File: src/rtl/mmio_uart_tx.sv
// mmio_uart_tx: IOBUS-mapped UART transmitter (byte FIFO, 8N1, status word)
// Define UART_TX_PARITY_EN for 8E1 framing (even parity bit between data and stop)
module mmio_uart_tx #(
  parameter int CLK_RATE = 50,
  parameter int BAUD = 115200,
  parameter logic [31:0] BASE_ADDR = 32'h11000100,
  parameter int FIFO_DEPTH = 8
) (
  input  logic        CLK,
  input  logic        RESET_N,
  input  logic [31:0] IOBUS_ADDR,
  input  logic [31:0] IOBUS_OUT,
  input  logic        IOBUS_WR,
  output logic [31:0] STATUS,
  output logic        TX
);
  localparam int DIV = (CLK_RATE * 1000000 + BAUD / 2) / BAUD;
  localparam int CW = $clog2(DIV + 1);
  localparam int AW = $clog2(FIFO_DEPTH);
  typedef enum logic [2:0] {
    IDLE, START, DATA,
`ifdef UART_TX_PARITY_EN
    PARITY,
`endif
    STOP
  } state_t;
  state_t state, state_n;
  logic [7:0] mem [FIFO_DEPTH];
  logic [AW:0] wp, rp;
  logic [CW-1:0] cnt;
  logic [2:0] idx;
  logic [7:0] shift, shift_n;
  logic ovf, empty, full, push_req, clr, pop, push, tick, tx_n, unused_hi;
`ifdef UART_TX_PARITY_EN
  logic par;
`endif
  assign empty = wp == rp;
  assign full = (wp[AW] != rp[AW]) && (wp[AW-1:0] == rp[AW-1:0]);
  assign push_req = IOBUS_WR && IOBUS_ADDR == BASE_ADDR;
  assign clr = IOBUS_WR && IOBUS_ADDR == BASE_ADDR + 32'd4 && IOBUS_OUT[0];
  assign push = push_req && (!full || pop);
  assign tick = cnt == CW'(DIV - 1);
  assign STATUS = {28'b0, ovf, full, empty, state != IDLE};
  assign unused_hi = ^IOBUS_OUT[31:8];
  always_comb begin
    state_n = state;
    pop = 1'b0;
    case (state)
      IDLE: begin
        pop = !empty;
        state_n = empty ? IDLE : START;
      end
      START: state_n = tick ? DATA : START;
`ifdef UART_TX_PARITY_EN
      DATA: state_n = (tick && idx == 3'd7) ? PARITY : DATA;
      PARITY: state_n = tick ? STOP : PARITY;
`else
      DATA: state_n = (tick && idx == 3'd7) ? STOP : DATA;
`endif
      STOP: begin
        pop = tick && !empty;
        state_n = !tick ? STOP : empty ? IDLE : START;
      end
      default: state_n = IDLE;
    endcase
    shift_n = pop ? mem[rp[AW-1:0]] : (state == DATA && tick) ? shift >> 1 : shift;
    // TX is registered from the next state so the pin never glitches
    tx_n = state_n != START && (state_n != DATA || shift_n[0]);
`ifdef UART_TX_PARITY_EN
    if (state_n == PARITY) tx_n = par;
`endif
  end
  always_ff @(posedge CLK)
    if (push) mem[wp[AW-1:0]] <= IOBUS_OUT[7:0];
  always_ff @(posedge CLK or negedge RESET_N)
    if (!RESET_N) begin
      state <= IDLE;
      wp <= '0;
      rp <= '0;
      cnt <= '0;
      idx <= '0;
      shift <= '0;
      ovf <= 1'b0;
      TX <= 1'b1;
`ifdef UART_TX_PARITY_EN
      par <= 1'b0;
`endif
    end else begin
      state <= state_n;
      wp <= push ? wp + 1'b1 : wp;
      rp <= pop ? rp + 1'b1 : rp;
      cnt <= (state == IDLE || tick) ? '0 : cnt + 1'b1;
      idx <= state != DATA ? '0 : tick ? idx + 1'b1 : idx;
      shift <= shift_n;
      ovf <= !clr && (ovf || (push_req && full && !pop));
      TX <= tx_n;
`ifdef UART_TX_PARITY_EN
      par <= pop ? ^mem[rp[AW-1:0]] : par;
`endif
    end
endmodule
File: config.mk
export PLATFORM = sky130hd
export DESIGN_NAME = mmio_uart_tx
export DESIGN_NICKNAME = d
export VERILOG_FILES = /design/src/rtl/mmio_uart_tx.sv
export SDC_FILE = /design/constraint.sdc
export NUM_CORES = 1
export LEC_CHECK = 0
export ABC_AREA = 1
export CAP_MARGIN = 20
export CORE_MARGIN = 3
export CORE_UTILIZATION = 57
export CTS_BUF_LIST = sky130_fd_sc_hd__clkbuf_4 sky130_fd_sc_hd__clkbuf_8 sky130_fd_sc_hd__clkbuf_16
export CTS_CLUSTER_SIZE = 20
export DETAILED_ROUTE_END_ITERATION = 8
export DONT_BUFFER_PORTS = 1
export PLACE_DENSITY = 0.75
export SLEW_MARGIN = 20
export SYNTH_ARGS = -nofsm -noshare
export SYNTH_HDL_FRONTEND = slang
export SYNTH_SLANG_ARGS = --single-unit
File: constraint.sdc
create_clock -name CLK -period 1.9 [get_ports CLK]
set_input_delay 0.19 -clock CLK [delete_from_list [all_inputs] [get_ports CLK]]
set_output_delay 0.19 -clock CLK [all_outputs]
set_load 0.02 [all_outputs]
==> impl_metrics.tcl, run 1 <==
set metrics [dict create \
    status "finished with violations" \
    violations "setup timing" \
    tns_ns -0.141 \
    finalWeightedCongestion 0.833 \
    finalCritPeriodShare_pct 101 \
    power.leakage_nw 2.28 \
    cts_made_buffers 9 \
    power_density_nw_per_um2 705 \
    regArea_um2 2730 \
    hold-path-cell-count 4 \
    antenna_found_initial 0 \
    io_buffers 0 \
    routed_wirelength_mm 9.30 \
    num_antenna_cells 0 \
    synth.most_common_cell "nand2_1" \
    core-area_um2 7970 \
    crit_required_ns 1.98 \
    timing.rr.start "cnt[1]" \
    ys_top_cells_by_count "nand2_1 (103), edfxtp_1 (64), nor2_1 (52)" \
    grt_pass1_wl_mm 14.6 \
    reg2reg_depth 11 \
    drt-initial-drc-count 179 \
    yosysSeqAreaShare_pct 56.3 \
    timing.final.crit_period_ns 1.92 \
    tightest_slew_ns 0.490 \
    synth_edf_count 64 \
    nets 600 \
    dieArea_um2 9640 \
    synthesis.area_um2 4840 \
    relSlewSlack_pct 67.1 \
    syn_area_per_cell_um2 9.84 \
    grt_pass1_vias 3178 \
    end_kind "flop" \
    via_count 3363 \
    layout-drive-gt1-share_pct 17.2 \
    cts_buffer_depth 2 \
    rows 32 \
    yosysWarnings 0 \
    fillers 594 \
    clock_sinks 96 \
    cp_common_cell "nand2_8" \
    ys_types 39 \
    synthTopCellsByArea "edfxtp_1 (40%), dfrtp_1 (16%), nand2_1 (8.0%), buf_4 (5.3%), nor2_1 (4.0%)" \
    final_cells 630 \
    cp.arrival_ns 1.99 \
    hold_path_class "in2reg" \
    vias_per_cell 5.34 \
    top_usage_layer "met2" \
    die_h_um 98.2 \
    synthFlopType "edfxtp_1" \
    max-vdd-ir-drop_v 0.000465 \
    setup_viol 16 \
    io_pins 100 \
    cpPeakStageDelay_ns 0.40 \
    dp_cells 600 \
    area_growth_pct 11.1 \
    path_max_fanout 8 \
    grtUsageMet1_pct 24.6 \
    htreeDepth 3 \
    hold_start "IOBUS_WR" \
    wl_per_cell_um 14.8 \
    utilization_pct 67.5 \
    start_util_pct 60.8 \
    cts-root-buf "clkbuf_8" \
    synthCells 492 \
    drcViolationCount 0 \
    use_met3_pct 3.79 \
    multi_input_area_um2 1810 \
    fin_hold_ws_ns 0.108 \
    ant_nets 0 \
    worstSkewPairLatency_ns 0.36 \
    slowest_stage "dfrtp_1" \
    yosysTopAreaCell "edfxtp_1" \
    path_clk_slew_ns 0.10 \
    maxCapViolations 0 \
    async_reset_ff_share_pct 33.3 \
    slew_violations 0 \
    worstPathCellList "inv_2 > ha_4 > nand2_4 > nor2_4 > nand3_2 > nand2_2 > nand3_4 > nand2_8 > nand2_8 > nor3_4 > buf_6" \
    path_class "reg2reg" \
    rsz0062_at_grt "yes" \
    crit-reg2reg-capture "mem[4][6]" \
    synth_seq_cells 96 \
    hold_viol 0 \
    overflow 0 \
    place_hpwl_mm 6.30 \
    drt_first_pass_iters 5 \
    gr-usage-met2_pct 32.6 \
    fin_ws_ns -0.0160 \
    worstHoldEndpoint "wp[0]" \
    regToRegSetupSlack_ns -0.02 \
    fmax_mhz 522 \
    synth_top_area_share_pct 39.7 \
    critical_path.startpoint_type "flop" \
    grt_max_degree 34 \
    cts_tree "built" \
    fin_worst_skew_ns 0.00596 \
    grt_usage_pct 19.0 \
    die_w_um 98.2 \
]
[cells by family after synthesis]
| kind of cell | share of synthesized area [%] |
|---|---|
| AND/OR/NAND/NOR | 23.2 |
| other | 0.0774 |
| XOR/XNOR | 0.904 |
| AO/OA/AOI/OAI | 6.69 |
| flip-flops | 56.3 |
| buffers and inverters | 10.3 |
| adder cells (fa/ha/maj) | 2.58 |
[layout by cell type (no fill, tap or decap), types with 4 or more instances in the layout]
| cell type | count |
|---|---|
| xor2_1 | 5 |
| nand2_4 | 5 |
| nor2_4 | 4 |
| buf_6 | 7 |
| dlygate4sd3_1 | 9 |
| edfxtp_1 | 64 |
| dfrtp_1 | 30 |
| o21ai_0 | 26 |
| conb_1 | 28 |
| buf_4 | 20 |
| inv_2 | 8 |
| nand2_1 | 101 |
| nor3_1 | 8 |
| ha_1 | 9 |
| o22ai_1 | 12 |
| nand3_1 | 29 |
| nand2_2 | 6 |
| a21oi_1 | 12 |
| clkbuf_8 | 9 |
| nor2_2 | 5 |
| inv_1 | 36 |
| nor2_1 | 51 |
| nor3_4 | 5 |
[sequential cells by signal (all words and copies together) (netlist names)]
| register | cells |
|---|---|
| shift | 8 |
| state | 2 |
| idx | 3 |
| cnt | 9 |
| TX | 1 |
| mem | 64 |
| wp | 4 |
| ovf | 1 |
| rp | 4 |
[metrics by stage]
step	instance area, µm²	power (W)	worst slack [ns]
finish	5380	0.00379	-0.0160
global route	5380	0.00394	-0.133
CTS	5250	0.00381	0.00829
detailed placement	4950	0.00250	0.0162
global placement	4950	0.00250	0.0478
floorplan	4950	0.00252	-0.121
[where the power goes]
part | leakage, nW | internal [W] | switching, W | total, W
logic | 1.17 | 0.0000554 | 0.000127 | 0.000182
registers | 1.01 | 0.00229 | 0.0000354 | 0.00233
clock network | 0.0967 | 0.000528 | 0.000753 | 0.00128
total | 2.28 | 0.00287 | 0.000915 | 0.00379
[worst max path at each step]
stage | startpoint | endpoint | slack (ns) | cells after the start
final | cnt[1] | mem[4][6] | -0.02 | 11
after global placement | cnt[1] | mem[0][4] | 0.05 | 11
after CTS | cnt[1] | mem[5][2] | 0.008 | 11
after detailed placement | cnt[1] | mem[5][5] | 0.02 | 11
after floorplan | cnt[1] | mem[0][0] | -0.12 | 10
after global routing | cnt[1] | mem[4][0] | -0.13 | 11
[layout make-up]
type | instances | area share (%)
Multi-Input combinational cell | 333 | 33.6
Inverter | 45 | 3.19
Sequential cell | 96 | 50.7
Timing Repair Buffer | 38 | 6.68
Clock inverter | 6 | 1.09
Clock buffer | 10 | 2.44
Tap cell | 102 | 2.37
[worst max-delay path, delay by kind of cell (launching register included)]
family | cells | cell delay, ns
DFF | 1 | 0.40
buffers and inverters | 2 | 0.23
adders and majority gates | 1 | 0.15
and+or+nand+nor | 8 | 0.85
[what timing repair did]
action | CTS | global route
buffers inserted | 0 | 3
cloned | 0 | 1
pin swaps | 0 | 6
hold buffers | 10 | 0
gates resized for setup | 1 | 21
endpoints found under the setup margin | 3 | 65
endpoints found under the hold margin | 96 | 0
[routing by layer]
layer / vias to the layer above / share of wire, %
met5: - / 0
met4: 0 / 1.3
met3: 13 / 6.5
met2: 116 / 50
met1: 1591 / 42
li1: 1643 / -
No activity file was read; power rests on OpenSTA's default activity.
==> run 2, diff against run 1 <==
ABC_AREA = default   (was 1)
==> run 2 against run 1 <==
The flow still finishes with violations (setup timing). Setup slack worse by 0.61 ns. Sequential share of layout area is 0.14 points lower. Register-to-register slack worse by 0.61 ns. Clock skew is 0.0086 ns higher. Design area is 0.23% higher. Clock power hardly changed. First-iteration DRC count is 34% lower. Critical endpoint is now mem[5][0]. Largest power group unchanged.
==> impl_metrics.tcl, run 2 <==
set metrics [dict create \
    syn_area_per_cell_um2 14.9 \
    synth_edf_count 64 \
    fin_ws_ns -0.628 \
    fmax_mhz 395 \
    finalCritPeriodShare_pct 133 \
    netSwitchingPower_w 0.000875 \
    path_class "reg2reg" \
    hold_viol 0 \
    htreeDepth 3 \
    ys_top_cells_by_count "edfxtp_1 (64), buf_4 (32), dfrtp_1 (31)" \
    clock_sinks 96 \
    core-area_um2 7450 \
    synth_seq_cells 96 \
    rows 31 \
    synth_top_area_share_pct 42.8 \
    worstSkewPairLatency_ns 0.37 \
    cpPeakStageDelay_ns 0.39 \
    cts_buffer_depth 2 \
    path_clk_slew_ns 0.10 \
    dieArea_um2 8970 \
    synthesis.area_um2 4490 \
    num_antenna_cells 0 \
    crit_required_ns 1.99 \
    grt_usage_pct 19.6 \
    start_util_pct 60.3 \
    layout_commonest_cell "edfxtp_1" \
    async_reset_ff_share_pct 33.3 \
    critPathBufInv 3 \
    drcViolationCount 0 \
    vias_per_cell 5.35 \
    multi_input_area_um2 1680 \
    grt_max_degree 33 \
    antenna_found_initial 0 \
    nets 443 \
    fin_worst_skew_ns 0.0145 \
    slowest_stage "dfrtp_1" \
    io_buffers 0 \
    final_cells 470 \
    pwr-share-clk_pct 36.0 \
    cts_made_buffers 9 \
    post-route-cell-area_um2 5390 \
    synthCells 301 \
    grt_pass1_wl_mm 13.0 \
    rsz0062_at_grt "yes" \
    slew_violations 0 \
    synth.most_common_cell "edfxtp_1" \
    power.leakage_nw 2.06 \
    ant_nets 0 \
    via_count 2515 \
    cts_tree "built" \
    cp.arrival_ns 2.61 \
    synthTopCellsByArea "edfxtp_1 (43%), dfrtp_1 (17%), mux4_2 (5.5%), buf_4 (5.4%), mux4_1 (2.9%)" \
    io_pins 100 \
    die_w_um 94.7 \
    place_hpwl_mm 5.58 \
    dp_cells 435 \
    intPower_w 0.00278 \
    power_density_nw_per_um2 678 \
    violations "setup timing" \
    critical_path.startpoint_type "flop" \
    grt_pass1_vias 2565 \
    ys_types 41 \
    drt-initial-drc-count 118 \
    path_max_fanout 10 \
    cts-root-buf "clkbuf_8" \
    regArea_um2 2720 \
    final_cell_mix "edfxtp_1 (64), buf_4 (43), dfrtp_1 (31), conb_1 (28), nor2_1 (22)" \
    overflow 0 \
    utilization_pct 72.4 \
    drt_first_pass_iters 4 \
    synthFlopType "edfxtp_1" \
    layout-drive-gt1-share_pct 31.5 \
    total_power_w 0.00365 \
    fillers 482 \
    timing.final.crit_period_ns 2.53 \
    max-vdd-ir-drop_v 0.000600 \
    finalWeightedCongestion 0.726 \
    comb_power_share_pct 3.0 \
    worstPathCellList "inv_1 > ha_2 > and4b_1 > a21oi_2 > o41a_1 > or3_4 > buf_12 > nor4b_4 > buf_6" \
    crit_family "simple AND/OR/NAND/NOR gates" \
    die_h_um 94.7 \
    hold_path_class "in2reg" \
    yosysWarnings 0 \
    swShare_pct 24.0 \
    status "finished with violations" \
    area_growth_pct 20.1 \
    routed_wirelength_mm 8.10 \
    sequentialPowerShare_pct 61.1 \
    largest_reg_flops 64 \
    yosysTopAreaCell "edfxtp_1" \
    placed_area_um2 4900 \
    maxCapViolations 0 \
    end_kind "flop" \
    wl_per_cell_um 17.2 \
    yosysSeqAreaShare_pct 60.7 \
    setup_viol 69 \
]
-- run 2: area by class of cell --
type / count / area share, %
Clock buffer: 9 / 2.30
Clock inverter: 7 / 1.39
Inverter: 9 / 0.627
Multi-Input combinational cell: 182 / 31.1
Sequential cell: 96 / 50.5
Tap cell: 99 / 2.30
Timing Repair Buffer: 68 / 11.8
-- run 2: metrics by stage --
step	hold WS, ns	TNS [ns]	worst slack (ns)
detailed placement	-0.105	-40.11	-0.675
global route	0.119	-43.99	-0.709
global placement	-0.105	-38.80	-0.669
CTS	0.000767	-33.97	-0.582
floorplan	-0.106	-43.40	-0.720
finish	0.103	-36.84	-0.628
-- run 2: tightest hold or removal path, delay by kind of cell --
kind,cells,cell delay [ns]
buffers and inverters,1,0.03
AO/OA/AOI/OAI,2,0.21
-- run 2: power by group through the flow --
stage          Combinational [W]  Sequential [W]  Clock, W
2_1_floorplan          0.0000967         0.00228         0
3_3_place_gp           0.0000525         0.00228         0
3_5_place_dp           0.0000527         0.00228         0
4_1_cts                 0.000107         0.00223   0.00135
5_1_grt                 0.000121         0.00223   0.00142
6_report                0.000109         0.00223   0.00131
-- run 2: path summary, 6_finish.rpt --
| path | cells after the start | slack [ns] | from | to |
|---|---|---|---|---|
| max | 9 | -0.63 | cnt[1] | mem[5][0] |
| min | 3 | 0.10 | IOBUS_OUT[0] | ovf |
| max reg2reg | 9 | -0.63 | cnt[1] | mem[5][0] |
| min reg2reg | 2 | 0.54 | shift[7] | shift[7] |
| max in group asynchronous | 2 | 1.41 | RESET_N | TX |
| min in group asynchronous | 2 | 0.26 | RESET_N | shift[4] |
-- run 2: metal layers --
metal / global-route usage [%] / vias to the layer above / wire length (µm)
met2: 33.9 / 45 / 4320
met1: 24.1 / 1263 / 3320
met5: 0 / - / 0
met3: 4.30 / 16 / 297
li1: - / 1191 / -
met4: 7.21 / 0 / 167
-- run 2: what timing repair did --
item / CTS / global route
hold buffers: 11 / 1
setup buffers: 5 / 5
setup endpoints to repair: 70 / 82
resized for setup: 17 / 6
pin swaps: 8 / 5
hold endpoints to repair: 98 / 1
-- run 2: logic make-up (layout without fill, tap and decap cells) --
kind of cell,Yosys count,count (layout),synth area share (%)
AOI/OAI and AO/OA,17,17,2.20
xor gates and xnor gates,18,18,4.01
adders and majority gates,10,10,2.79
buffers and inverters,50,93,7.61
DFF,96,96,60.7
muxes,35,35,13.0
other,1,28,0.0836
and+or+nand+nor,74,74,9.56
